[config.mk]
export PLATFORM = sky130hd
export DESIGN_NAME = alu_cmd_sequencer
export DESIGN_NICKNAME = d
export VERILOG_FILES = /design/src/rtl/alu_cmd_sequencer.sv
export SDC_FILE = /design/constraint.sdc
export NUM_CORES = 1
export LEC_CHECK = 0
export BUFFER_PORTS_ARGS = -buffer_cell sky130_fd_sc_hd__buf_2
export CELL_PAD_IN_SITES_DETAIL_PLACEMENT = 0
export CELL_PAD_IN_SITES_GLOBAL_PLACEMENT = 2
export CORE_MARGIN = 10
export CORE_UTILIZATION = 30
export DETAILED_ROUTE_END_ITERATION = 12
export MAX_ROUTING_LAYER = met4
export PLACE_DENSITY = 0.61
export SLEW_MARGIN = 20
export SYNTH_ARGS = -nofsm -noshare
export SYNTH_HDL_FRONTEND = slang
export SYNTH_SLANG_ARGS = --single-unit
export TNS_END_PERCENT = 5
[constraint.sdc]
create_clock -name clk -period 2.7 [get_ports clk]
set_input_delay 0.135 -clock clk [delete_from_list [all_inputs] [get_ports clk]]
set_output_delay 0.135 -clock clk [all_outputs]
set_load 0.05 [all_outputs]
[src/rtl/alu_cmd_sequencer.sv]
// Command-side master for the 16-bit ALU: queues commands, issues them one at a
// time, captures the registered result and returns it on a valid/ready response port.
module alu_cmd_sequencer #(
  parameter int CMD_DEPTH = 4,
  parameter int NUM_OPS   = 12
) (
  input  logic        clk,
  input  logic        reset_n,
  input  logic        cmd_valid,
  output logic        cmd_ready,
  input  logic [3:0]  cmd_op,
  input  logic [15:0] cmd_a,
  input  logic [15:0] cmd_b,
  input  logic        cmd_use_acc,
  output logic        rsp_valid,
  input  logic        rsp_ready,
  output logic [15:0] rsp_result,
  output logic        rsp_zero,
  output logic        rsp_carry,
  output logic        rsp_overflow,
  output logic        rsp_err,
  output logic        alu_enable,
  output logic [3:0]  alu_op_code,
  output logic [15:0] alu_a,
  output logic [15:0] alu_b,
  input  logic [15:0] alu_result,
  input  logic        alu_zero_flag,
  input  logic        alu_carry_flag,
  input  logic        alu_overflow_flag,
  output logic        busy,
  output logic [15:0] op_count
);

  localparam int PTR_W = $clog2(CMD_DEPTH);
  localparam int CNT_W = PTR_W + 1;

  typedef enum logic [1:0] {
    ST_IDLE    = 2'd0,
    ST_ISSUE   = 2'd1,
    ST_CAPTURE = 2'd2,
    ST_RESP    = 2'd3
  } state_t;

  typedef struct packed {
    logic [3:0]  op;
    logic [15:0] a;
    logic [15:0] b;
    logic        use_acc;
  } cmd_entry_t;

  cmd_entry_t             fifo_mem_r [CMD_DEPTH];
  logic [PTR_W-1:0]       wr_ptr_r;
  logic [PTR_W-1:0]       rd_ptr_r;
  logic [CNT_W-1:0]       count_r;
  state_t                 state_r;
  logic [15:0]            acc_r;
  logic [15:0]            op_count_r;
  logic                   rsp_valid_r;
  logic [15:0]            rsp_result_r;
  logic                   rsp_zero_r;
  logic                   rsp_carry_r;
  logic                   rsp_overflow_r;
  logic                   rsp_err_r;
  logic                   alu_enable_r;
  logic [3:0]             alu_op_code_r;
  logic [15:0]            alu_a_r;
  logic [15:0]            alu_b_r;

  logic       full_s;
  logic       empty_s;
  logic       push_s;
  logic       pop_s;
  logic       illegal_s;
  cmd_entry_t head_s;

  assign full_s    = (count_r == CNT_W'(CMD_DEPTH));
  assign empty_s   = (count_r == {CNT_W{1'b0}});
  assign push_s    = cmd_valid && !full_s;
  assign pop_s     = (state_r == ST_IDLE) && !empty_s;
  assign head_s    = fifo_mem_r[rd_ptr_r];
  assign illegal_s = ({1'b0, head_s.op} >= 5'(NUM_OPS));

  // Command storage; data needs no reset because the occupancy count gates it.
  always_ff @(posedge clk) begin
    if (push_s) begin
      fifo_mem_r[wr_ptr_r] <= '{op: cmd_op, a: cmd_a, b: cmd_b, use_acc: cmd_use_acc};
    end
  end

  // FIFO pointers and occupancy; pointers wrap naturally as depth is a power of 2.
  always_ff @(posedge clk or negedge reset_n) begin
    if (!reset_n) begin
      wr_ptr_r <= {PTR_W{1'b0}};
      rd_ptr_r <= {PTR_W{1'b0}};
      count_r  <= {CNT_W{1'b0}};
    end else begin
      if (push_s) begin
        wr_ptr_r <= wr_ptr_r + PTR_W'(1);
      end
      if (pop_s) begin
        rd_ptr_r <= rd_ptr_r + PTR_W'(1);
      end
      case ({push_s, pop_s})
        2'b10:   count_r <= count_r + CNT_W'(1);
        2'b01:   count_r <= count_r - CNT_W'(1);
        default: count_r <= count_r;
      endcase
    end
  end

  // Sequencing FSM with all ALU-side and response-side outputs registered.
  always_ff @(posedge clk or negedge reset_n) begin
    if (!reset_n) begin
      state_r        <= ST_IDLE;
      acc_r          <= 16'h0000;
      op_count_r     <= 16'h0000;
      rsp_valid_r    <= 1'b0;
      rsp_result_r   <= 16'h0000;
      rsp_zero_r     <= 1'b0;
      rsp_carry_r    <= 1'b0;
      rsp_overflow_r <= 1'b0;
      rsp_err_r      <= 1'b0;
      alu_enable_r   <= 1'b0;
      alu_op_code_r  <= 4'h0;
      alu_a_r        <= 16'h0000;
      alu_b_r        <= 16'h0000;
    end else begin
      case (state_r)
        ST_IDLE: begin
          alu_enable_r <= 1'b0;
          if (pop_s) begin
            alu_op_code_r <= head_s.op;
            alu_b_r       <= head_s.b;
            alu_a_r       <= head_s.use_acc ? acc_r : head_s.a;
            if (illegal_s) begin
              rsp_result_r   <= 16'h0000;
              rsp_zero_r     <= 1'b0;
              rsp_carry_r    <= 1'b0;
              rsp_overflow_r <= 1'b0;
              rsp_err_r      <= 1'b1;
              rsp_valid_r    <= 1'b1;
              state_r        <= ST_RESP;
            end else begin
              alu_enable_r <= 1'b1;
              state_r      <= ST_ISSUE;
            end
          end
        end
        ST_ISSUE: begin
          alu_enable_r <= 1'b0;
          state_r      <= ST_CAPTURE;
        end
        // ALU output registers hold this command's result in this cycle.
        ST_CAPTURE: begin
          alu_enable_r   <= 1'b0;
          rsp_result_r   <= alu_result;
          rsp_zero_r     <= alu_zero_flag;
          rsp_carry_r    <= alu_carry_flag;
          rsp_overflow_r <= alu_overflow_flag;
          rsp_err_r      <= 1'b0;
          rsp_valid_r    <= 1'b1;
          acc_r          <= alu_result;
          op_count_r     <= op_count_r + 16'd1;
          state_r        <= ST_RESP;
        end
        ST_RESP: begin
          alu_enable_r <= 1'b0;
          if (rsp_ready) begin
            rsp_valid_r <= 1'b0;
            state_r     <= ST_IDLE;
          end
        end
        default: begin
          alu_enable_r <= 1'b0;
          rsp_valid_r  <= 1'b0;
          state_r      <= ST_IDLE;
        end
      endcase
    end
  end

  assign cmd_ready    = !full_s;
  assign busy         = !empty_s || (state_r != ST_IDLE);
  assign op_count     = op_count_r;
  assign rsp_valid    = rsp_valid_r;
  assign rsp_result   = rsp_result_r;
  assign rsp_zero     = rsp_zero_r;
  assign rsp_carry    = rsp_carry_r;
  assign rsp_overflow = rsp_overflow_r;
  assign rsp_err      = rsp_err_r;
  assign alu_enable   = alu_enable_r;
  assign alu_op_code  = alu_op_code_r;
  assign alu_a        = alu_a_r;
  assign alu_b        = alu_b_r;

endmodule

==> results.md, run 1 <==
- Fin. Hold Viols: 0
- Fill cell count: approximately 2.8k
- Die X: around 200 um
- Final hold slack: around 46 ps
- Synth Area in Adders: between 1.5 and 2%
- Vias in the first global route: slightly below 6k
- Skew-Pair Late Insertion Delay: 530 ps
- Unrepaired setup endpoints after global routing: false
- Yosys top cell by area: edfxtp_1
- Net Sw Power: ~5.9 mW
- Worst Path Arrival: 2080 ps
- Synth unique cells: 37
- Sequential fraction of the synthesis area: 73.10%
- Critical Path RT: about 2600 ps
- Share of cells above drive strength 1: 30.86%
- Post-synthesis compound-gate area fraction: 3.488%
- Initial antenna violation count: 3
- Fin crit share: 81.91%
- Synth Area in Simple Gates: 5.153%
- Initial cell density of the core: between 30% and 40%
- Internal power: about 9.4 mW
- Clock power share: 24.5%
- Die Y: 197.7 um
- DRT iter0 DRCs: 279
- Dpl cell area: 0.01069 mm^2
- I/O Pins: approximately 140
- FP Rows: 64
- Critical path fanouts, max: 4
- DRT Wirelength: between 20 and 25 mm
- Grt ovf: 0
- Total CTS buffers: 28
- # port buffers: 135
- CP Launch Type: register
- Hold Crit Depth: 3
- Wire per inst: 18.93 um
- Cells after synthesis: 545
- Setup Fix Bufs, Post-CTS: 0
- Synth Warn #: 0
- PostCTS Resize Cnt: 0
- Clock root cell: clkbuf_16
- Crit path buffers/inverters: 2
- Total power: around 15 mW
- Post-synthesis area per instance: approximately 17 um^2
- Final setup fails: 0
- Top cell type's share of synthesized area: 46.93%
- Clock tree buffer depth: 3
- Number of cells on the critical path: 4
- Overall Global Routing Usage: a little under an eighth
- Hold crit path type: in -> reg
- Top cells by area, synth: edfxtp_1 (47%), dfrtp_1 (26%), mux4_2 (8.8%)
- Worst-Margin Slew: 703.9 ps
- Reg power frac: 37.5%
- Crit path max-delay family: simple AND/OR/NAND/NOR gates
- Maximum VDD drop: between 0.5 and 0.6 mV
- Max Clock Skew: 10.88 ps
- Synthesized cell area: 0.009469 mm^2
- Post-synthesis net count: between 600 and 700
- Static Leak: about 5 nW
- Clock sinks: 247
- Post-CTS Hold Buffers: 58
- Final HPWL DP: 14.96 mm
- Core area: 0.03083 mm^2
- DRT antenna net count: 0
- Cells along the critical path: inv_1 > ha_1 > or4b_1 > buf_2
- Largest net degree at the start of global routing: 54
- Slowest CP cell: or4b_1
- Seq cells post-synth: 247
- Critical path class: reg -> out
- Worst Setup End Kind: primary output
- Peak Freq: 452.2 MHz
- Die area: a little under 0.04 mm^2
- DRC Markers: 0
- DRT Pass-1 Iters: 6
- Fin area: roughly 0.012 mm^2
- Largest family of logic cells by synthesized area: multiplexers
- Max incr delay on CP: 510 ps
- Relative slew slack: approximately 53%
- Worst reg2reg path depth: 10
- Switching share of power: around two fifths
- Max Cap Viol: 0
- Avg Vias per Cell: ~4.5
- H-tree level count: 1
- Max-slew violations: 0
- Area growth from synthesis to layout: 28.94%
- Via count: 5362
- Final GP Congestion: 0.7487
- Status: finished, final reports clean
- Setup TNS: 0 ps
- CTS tree: yes
- Fin crit period: 2211 ps
- Net total in the final layout: 831
- Pwr/cell area: 1255 mW/mm^2
- Comb pwr share: 38.0%
- First-pass GRT wire length: 35.41 mm
- CTS clk-pin slew, worst paths: around 60 ps
- Area share of xor/xnor cells in the synthesized design: 1.942%
- Mux cell area share after synthesis: between 10% and 20%
## cell usage after synthesis
| cell type | count |
|---|---|
| a21oi_1 | 3 |
| a21oi_4 | 1 |
| a22o_1 | 19 |
| a31oi_1 | 1 |
| and2_1 | 1 |
| and3_1 | 5 |
| and3_4 | 1 |
| and4_1 | 2 |
| buf_1 | 2 |
| buf_2 | 4 |
| buf_4 | 2 |
| buf_6 | 4 |
| clkbuf_1 | 11 |
| clkinv_1 | 1 |
| dfrtp_1 | 99 |
| edfxtp_1 | 148 |
| fa_1 | 1 |
| ha_1 | 11 |
| inv_1 | 7 |
| inv_2 | 3 |
| mux2_1 | 18 |
| mux2_2 | 1 |
| mux2i_1 | 17 |
| mux4_2 | 37 |
| nand2_1 | 83 |
| nand3_1 | 5 |
| nand4_1 | 5 |
| nor2_1 | 8 |
| nor2b_1 | 1 |
| nor3b_1 | 1 |
| o21a_1 | 2 |
| o21ai_0 | 1 |
| o21ai_1 | 17 |
| o31ai_4 | 1 |
| or4b_1 | 1 |
| xnor2_1 | 14 |
| xor2_1 | 7 |
## sequential cells by signal, indices dropped and copies added, names as in the netlist
name	flops
rd_ptr_r	2
rsp_result	16
alu_b	16
alu_a	16
acc_r	16
rsp_carry	1
alu_enable	1
rsp_overflow	1
wr_ptr_r	2
alu_op_code	4
count_r	3
state_r	2
rsp_err	1
rsp_zero	1
fifo_mem_r	148
op_count	16
rsp_valid	1
## power by group through the flow
stage	clock network (mW)	logic, mW	registers [mW]
after CTS	3.87	5.98	5.76
final	3.76	5.82	5.74
after floorplan	0	2.84	7.21
after global routing	4.04	6.36	5.87
after detailed placement	0	5.89	5.82
after global placement	0	5.80	5.77
## path summary, 6_finish.rpt
kind / end / startpoint / slack, ps
worst max-delay path: busy / state_r[0] / 490
worst min-delay path: wr_ptr_r[0] / cmd_valid / 50
worst max register to register: count_r[2] / count_r[0] / 490
worst min register to register: alu_b[6] / alu_b[6] / 470
max in group asynchronous: alu_b[10] / reset_n / 1710
min in group asynchronous: rsp_result[11] / reset_n / 220
## layer usage
| metal | global-route usage [%] | vias up | wire (um) |
|---|---|---|---|
| met5 | - | - | 0 |
| met3 | 2.930 | 34 | 1383 |
| li1 | - | 2472 | - |
| met2 | 19.13 | 148 | 10560 |
| met4 | 2.847 | 0 | 454 |
| met1 | 14.59 | 2708 | 9936 |
## cell usage in the layout, fill, tap and decap left out, types with 3 or more instances in the layout
cell type and instances:
buf_2 134, edfxtp_1 148, xnor2_1 14, a21oi_1 3, o21ai_1 17, clkbuf_1 4
inv_1 7, buf_12 5, clkinvlp_4 3, ha_1 11, xor2_1 7, nor2_1 8
clkinv_2 4, clkinv_1 7, nand3_1 5, nand4_1 5, buf_4 10, and3_2 4
mux2_1 18, bufinv_16 3, dlygate4sd3_1 58, inv_2 3, a22o_1 19, mux2i_1 17
clkbuf_16 29, dfrtp_1 97, diode_2 3, mux4_2 37, nand2_1 83
## stage by stage
stage	utilization [%]	worst slack [ps]	std cells
CTS	39.58	421.7	1177
global placement	34.67	527.7	1067
detailed placement	34.67	506.2	1067
global route	39.60	345.6	1180
finish	39.60	488.6	1180
floorplan	-	248.7	545
## worst min-delay path, cell delays in order
cell,delay (ps)
buf_2,110
and2_1,210
xnor2_1,80
## area by class of cell
class                           count  area (um^2)  share of cell area [%]
Multi-Input combinational cell    264         2382                   19.51
Timing Repair Buffer              207         1426                   11.68
Antenna cell                        3        7.507                 0.06149
Inverter                           11        41.29                  0.3382
Sequential cell                   247         6924                   56.71
Clock buffer                       35        768.2                   6.292
Clock inverter                     17        163.9                   1.342
Tap cell                          396        495.5                   4.058
## logic make-up after synthesis
logic type,count (synthesis)
AO/OA/AOI/OAI,45
XOR/XNOR,21
adder cells (fa/ha/maj),12
buffers and inverters,34
flip-flops,247
multiplexers,73
AND/OR/NAND/NOR,113
Note: power is estimated with default switching activity, not from simulation.
==> run 2, diff against run 1 <==
--- a/config.mk
+++ b/config.mk
@@ -12,7 +12,7 @@
 export CORE_UTILIZATION = 30
 export DETAILED_ROUTE_END_ITERATION = 12
 export MAX_ROUTING_LAYER = met4
-export PLACE_DENSITY = 0.61
+export PLACE_DENSITY = 0.63
 export SLEW_MARGIN = 20
 export SYNTH_ARGS = -nofsm -noshare
 export SYNTH_HDL_FRONTEND = slang
==> constraint.sdc (replaced) <==
create_clock -name clk -period 2 [get_ports clk]
set_input_delay 0.1 -clock clk [delete_from_list [all_inputs] [get_ports clk]]
set_output_delay 0.1 -clock clk [all_outputs]
set_load 0.05 [all_outputs]
==> run 2 against run 1 <==
Effect of this change:
- combinational power increased by 44%
- critical path depth grew 4
- worst setup slack got worse by 410 ps
- routed wire length up 0.90%
- final cell count is 1.6% higher
- first-iteration DRC count decreased by 34%
- utilization rose by 0.62 points
- clock skew shrank 1.8 ps
- critical endpoint is now rsp_overflow
- highest routed layer unchanged
==> results.md, run 2 (same netlist as run 1, synthesis figures left out) <==
- Status: finished, final reports clean (unchanged)
- I/O Pins: 136 (unchanged)
- Initial antenna violation count: 5 (was 3)
- Initial cell density of the core: 30.71% (unchanged)
- DRT iter0 DRCs: 183 (was 279)
- DP Cell Count: 1078 (was 1067)
- Wire per inst: 18.79 um (was 18.93 um)
- DRT Pass-1 Iters: 4 (was 6)
- Die X: 197.7 um (unchanged)
- Most common cell after layout, fill and taps aside: edfxtp_1 (unchanged)
- Largest register FFs: 148 (unchanged)
- Area growth from synthesis to layout: 30.95% (was 28.94%)
- Share of cells above drive strength 1: 33.83% (was 30.86%)
- Worst Path Arrival: 2330 ps (was 2080 ps)
- Max-slew violations: 0 (unchanged)
- CTS clk-pin slew, worst paths: 60 ps (about the same)
- Avg Vias per Cell: 4.482 (was 4.544)
- CTS tree: yes (unchanged)
- Comb pwr share: 40.0% (was 38.0%)
- Clock sinks: 247 (unchanged)
- Core area: 0.03083 mm^2 (unchanged)
- DRT Wirelength: 22.53 mm (was 22.33 mm)
- Reg power frac: 36.9% (was 37.5%)
- Worst Setup End Kind: register (was primary output)
- Critical path fanouts, max: 20 (was 4)
- Die area: 0.03907 mm^2 (unchanged)
- Dpl cell area: 0.01085 mm^2 (was 0.01069 mm^2)
- Total CTS buffers: 27 (was 28)
- Internal power: 12.96 mW (was 9.448 mW)
- Skew-Pair Late Insertion Delay: 520 ps (was 530 ps)
- Peak Freq: ~520 MHz
- Pwr/cell area: 1694 mW/mm^2 (was 1255 mW/mm^2)
- Critical path class: reg -> reg (was reg -> out)
- # port buffers: 135 (unchanged)
- Net Sw Power: 8.049 mW (was 5.872 mW)
- Final setup fails: 0 (unchanged)
- DRC Markers: 0 (unchanged)
- Hold crit path type: in -> async (was in -> reg)
- Clock tree buffer depth: 3 (unchanged)
- Max Clock Skew: 9.102 ps (was 10.88 ps)
- Clock root cell: clkbuf_16 (unchanged)
- Critical Path RT: 2410 ps (was 2570 ps)
- Fin area: 0.01240 mm^2 (was 0.01221 mm^2)
- First-pass GRT wire length: 35.70 mm (was 35.41 mm)
- Slowest CP cell: dfrtp_1 (was or4b_1)
- Commonest non-fill, non-tap cells in the layout: edfxtp_1 (148), buf_2 (133), dfrtp_1 (96) (was edfxtp_1 (148), buf_2 (134), dfrtp_1 (97))
- H-tree level count: 1 (unchanged)
- Final GP Congestion: 0.7433 (was 0.7487)
- M3 GR Usage: 2.641% (was 2.930%)
- Grt met1 use: 16.12% (was 14.59%)
- Net total in the final layout: 849 (was 831)
- Busiest layer in global routing: met2 (unchanged)
- Fin crit period: between 1500 and 2000 ps
- Worst-Margin Slew: 626.5 ps (was 703.9 ps)
- Vias in the first global route: 6038 (was 5935)
- Via count: 5374 (was 5362)
- Maximum VDD drop: 0.6685 mV (was 0.5556 mV)
- Relative slew slack: 58.23% (was 53.07%)
- Total power: 21.01 mW (was 15.32 mW)
- Cell mode on critical path: buf_4
- Switching share of power: 38.32% (was 38.33%)
- Unrepaired setup endpoints after global routing: false (unchanged)
- Max Cap Viol: 0 (unchanged)
- Cells along the critical path: buf_4 > o31ai_4 > inv_2 > buf_4 > and3_4 > o21a_1 > buf_12 > a22o_1 (was inv_1 > ha_1 > or4b_1 > buf_2)
- Final HPWL DP: 14.99 mm (was 14.96 mm)
- M2 GR Usage: 17.81% (was 19.13%)
- Static Leak: 5.065 nW (was 4.970 nW)
- FP Rows: 64 (unchanged)
- Grt ovf: 0 (unchanged)
- Overall Global Routing Usage: 11.91% (was 11.81%)
- Fin. Hold Viols: 0 (unchanged)
- Top reg by flops: fifo_mem_r (unchanged)
- Max incr delay on CP: 400 ps (was 510 ps)
- DRT antenna net count: 0 (unchanged)
- Fill cell count: 2806 (was 2849)
- Largest net degree at the start of global routing: 54 (unchanged)
- Fin crit share: 96.08%
- Finished Layout Cells: 1199 (was 1180)
- CP Launch Type: register (unchanged)
- Die Y: 197.7 um (unchanged)
- Clock power share: 23.1% (was 24.5%)
## run 2: cell count changes in the layout (fill, tap and decap cells not counted), sizes merged
| cell | previous run | this run |
|---|---|---|
| buf | 149 | 167 |
| clkinv | 12 | 8 |
| clkbuf | 35 | 38 |
| clkinvlp | 3 | 1 |
| diode | 3 | 5 |
| inv | 10 | 12 |
| bufinv | 3 | 2 |
| dlygate4sd3 | 58 | 59 |
## run 2: timing repair
action                                 in CTS  in global routing
endpoints found under the hold margin     285                  0
gates resized for setup                     2                  5
buffers inserted                            1                  6
pin swaps                                   0                  3
setup endpoints to repair                   1                  2
hold buffers                               59                  0
cloned                                      0                  0
## run 2: worst max-delay path, delay by kind of cell (launching register included)
family | cells | cell delay (ps)
compound gates | 3 | 710
flops | 1 | 400
simple gates | 1 | 170
buf+inv | 4 | 540
## run 2: final timing paths
kind                       slack, ps  depth (start not counted)                 to          from
min in group clk                 320                          2  fifo_mem_r[3][29]     cmd_a[12]
max reg2reg                       80                          8       rsp_overflow    count_r[1]
max in group asynchronous       1290                          3       op_count[12]       reset_n
max                               80                          8       rsp_overflow    count_r[1]
min reg2reg                      470                          1       op_count[15]  op_count[15]
min                               40                          2      rsp_result[8]       reset_n
## run 2: area by class of cell
class / count / area, um^2 / area share (%)
clock buffers: 38 / 757.0 / 6.105
flip-flops and latches: 247 / 6925 / 55.85
well taps: 396 / 495.5 / 3.996
clock inverters: 12 / 118.9 / 0.9586
inverters: 11 / 41.29 / 0.3330
diodes: 5 / 12.51 / 0.1009
repair buffers: 226 / 1628 / 13.13
multi-input cells: 264 / 2421 / 19.53
## run 2: per-stage QoR
stage | setup TNS [ps] | worst slack [ps] | hold slack [ps] | utilization [%]
detailed placement | 0 | 67.54 | 47.98 | 35.20
CTS | 0 | 14.79 | 38.86 | 40.00
floorplan | -9553 | -85.52 | -195.6 | -
global route | 0 | 3.139 | 93.76 | 40.22
global placement | 0 | 121.6 | 51.92 | 35.20
finish | 0 | 78.37 | 42.41 | 40.22
## run 2: power groups by stage
stage	registers (mW)	logic (mW)	clock network, mW
CTS	7.78	8.49	5.02
floorplan	9.74	3.89	0
detailed placement	7.86	8.33	0
global placement	7.79	8.23	0
finish	7.76	8.40	4.86
global route	7.92	9.13	5.22
## run 2: layer usage
layer	up-vias	wire length [um]
met5	-	0
met4	0	531
met3	33	1262
met2	135	9994
met1	2683	10750
li1	2523	-
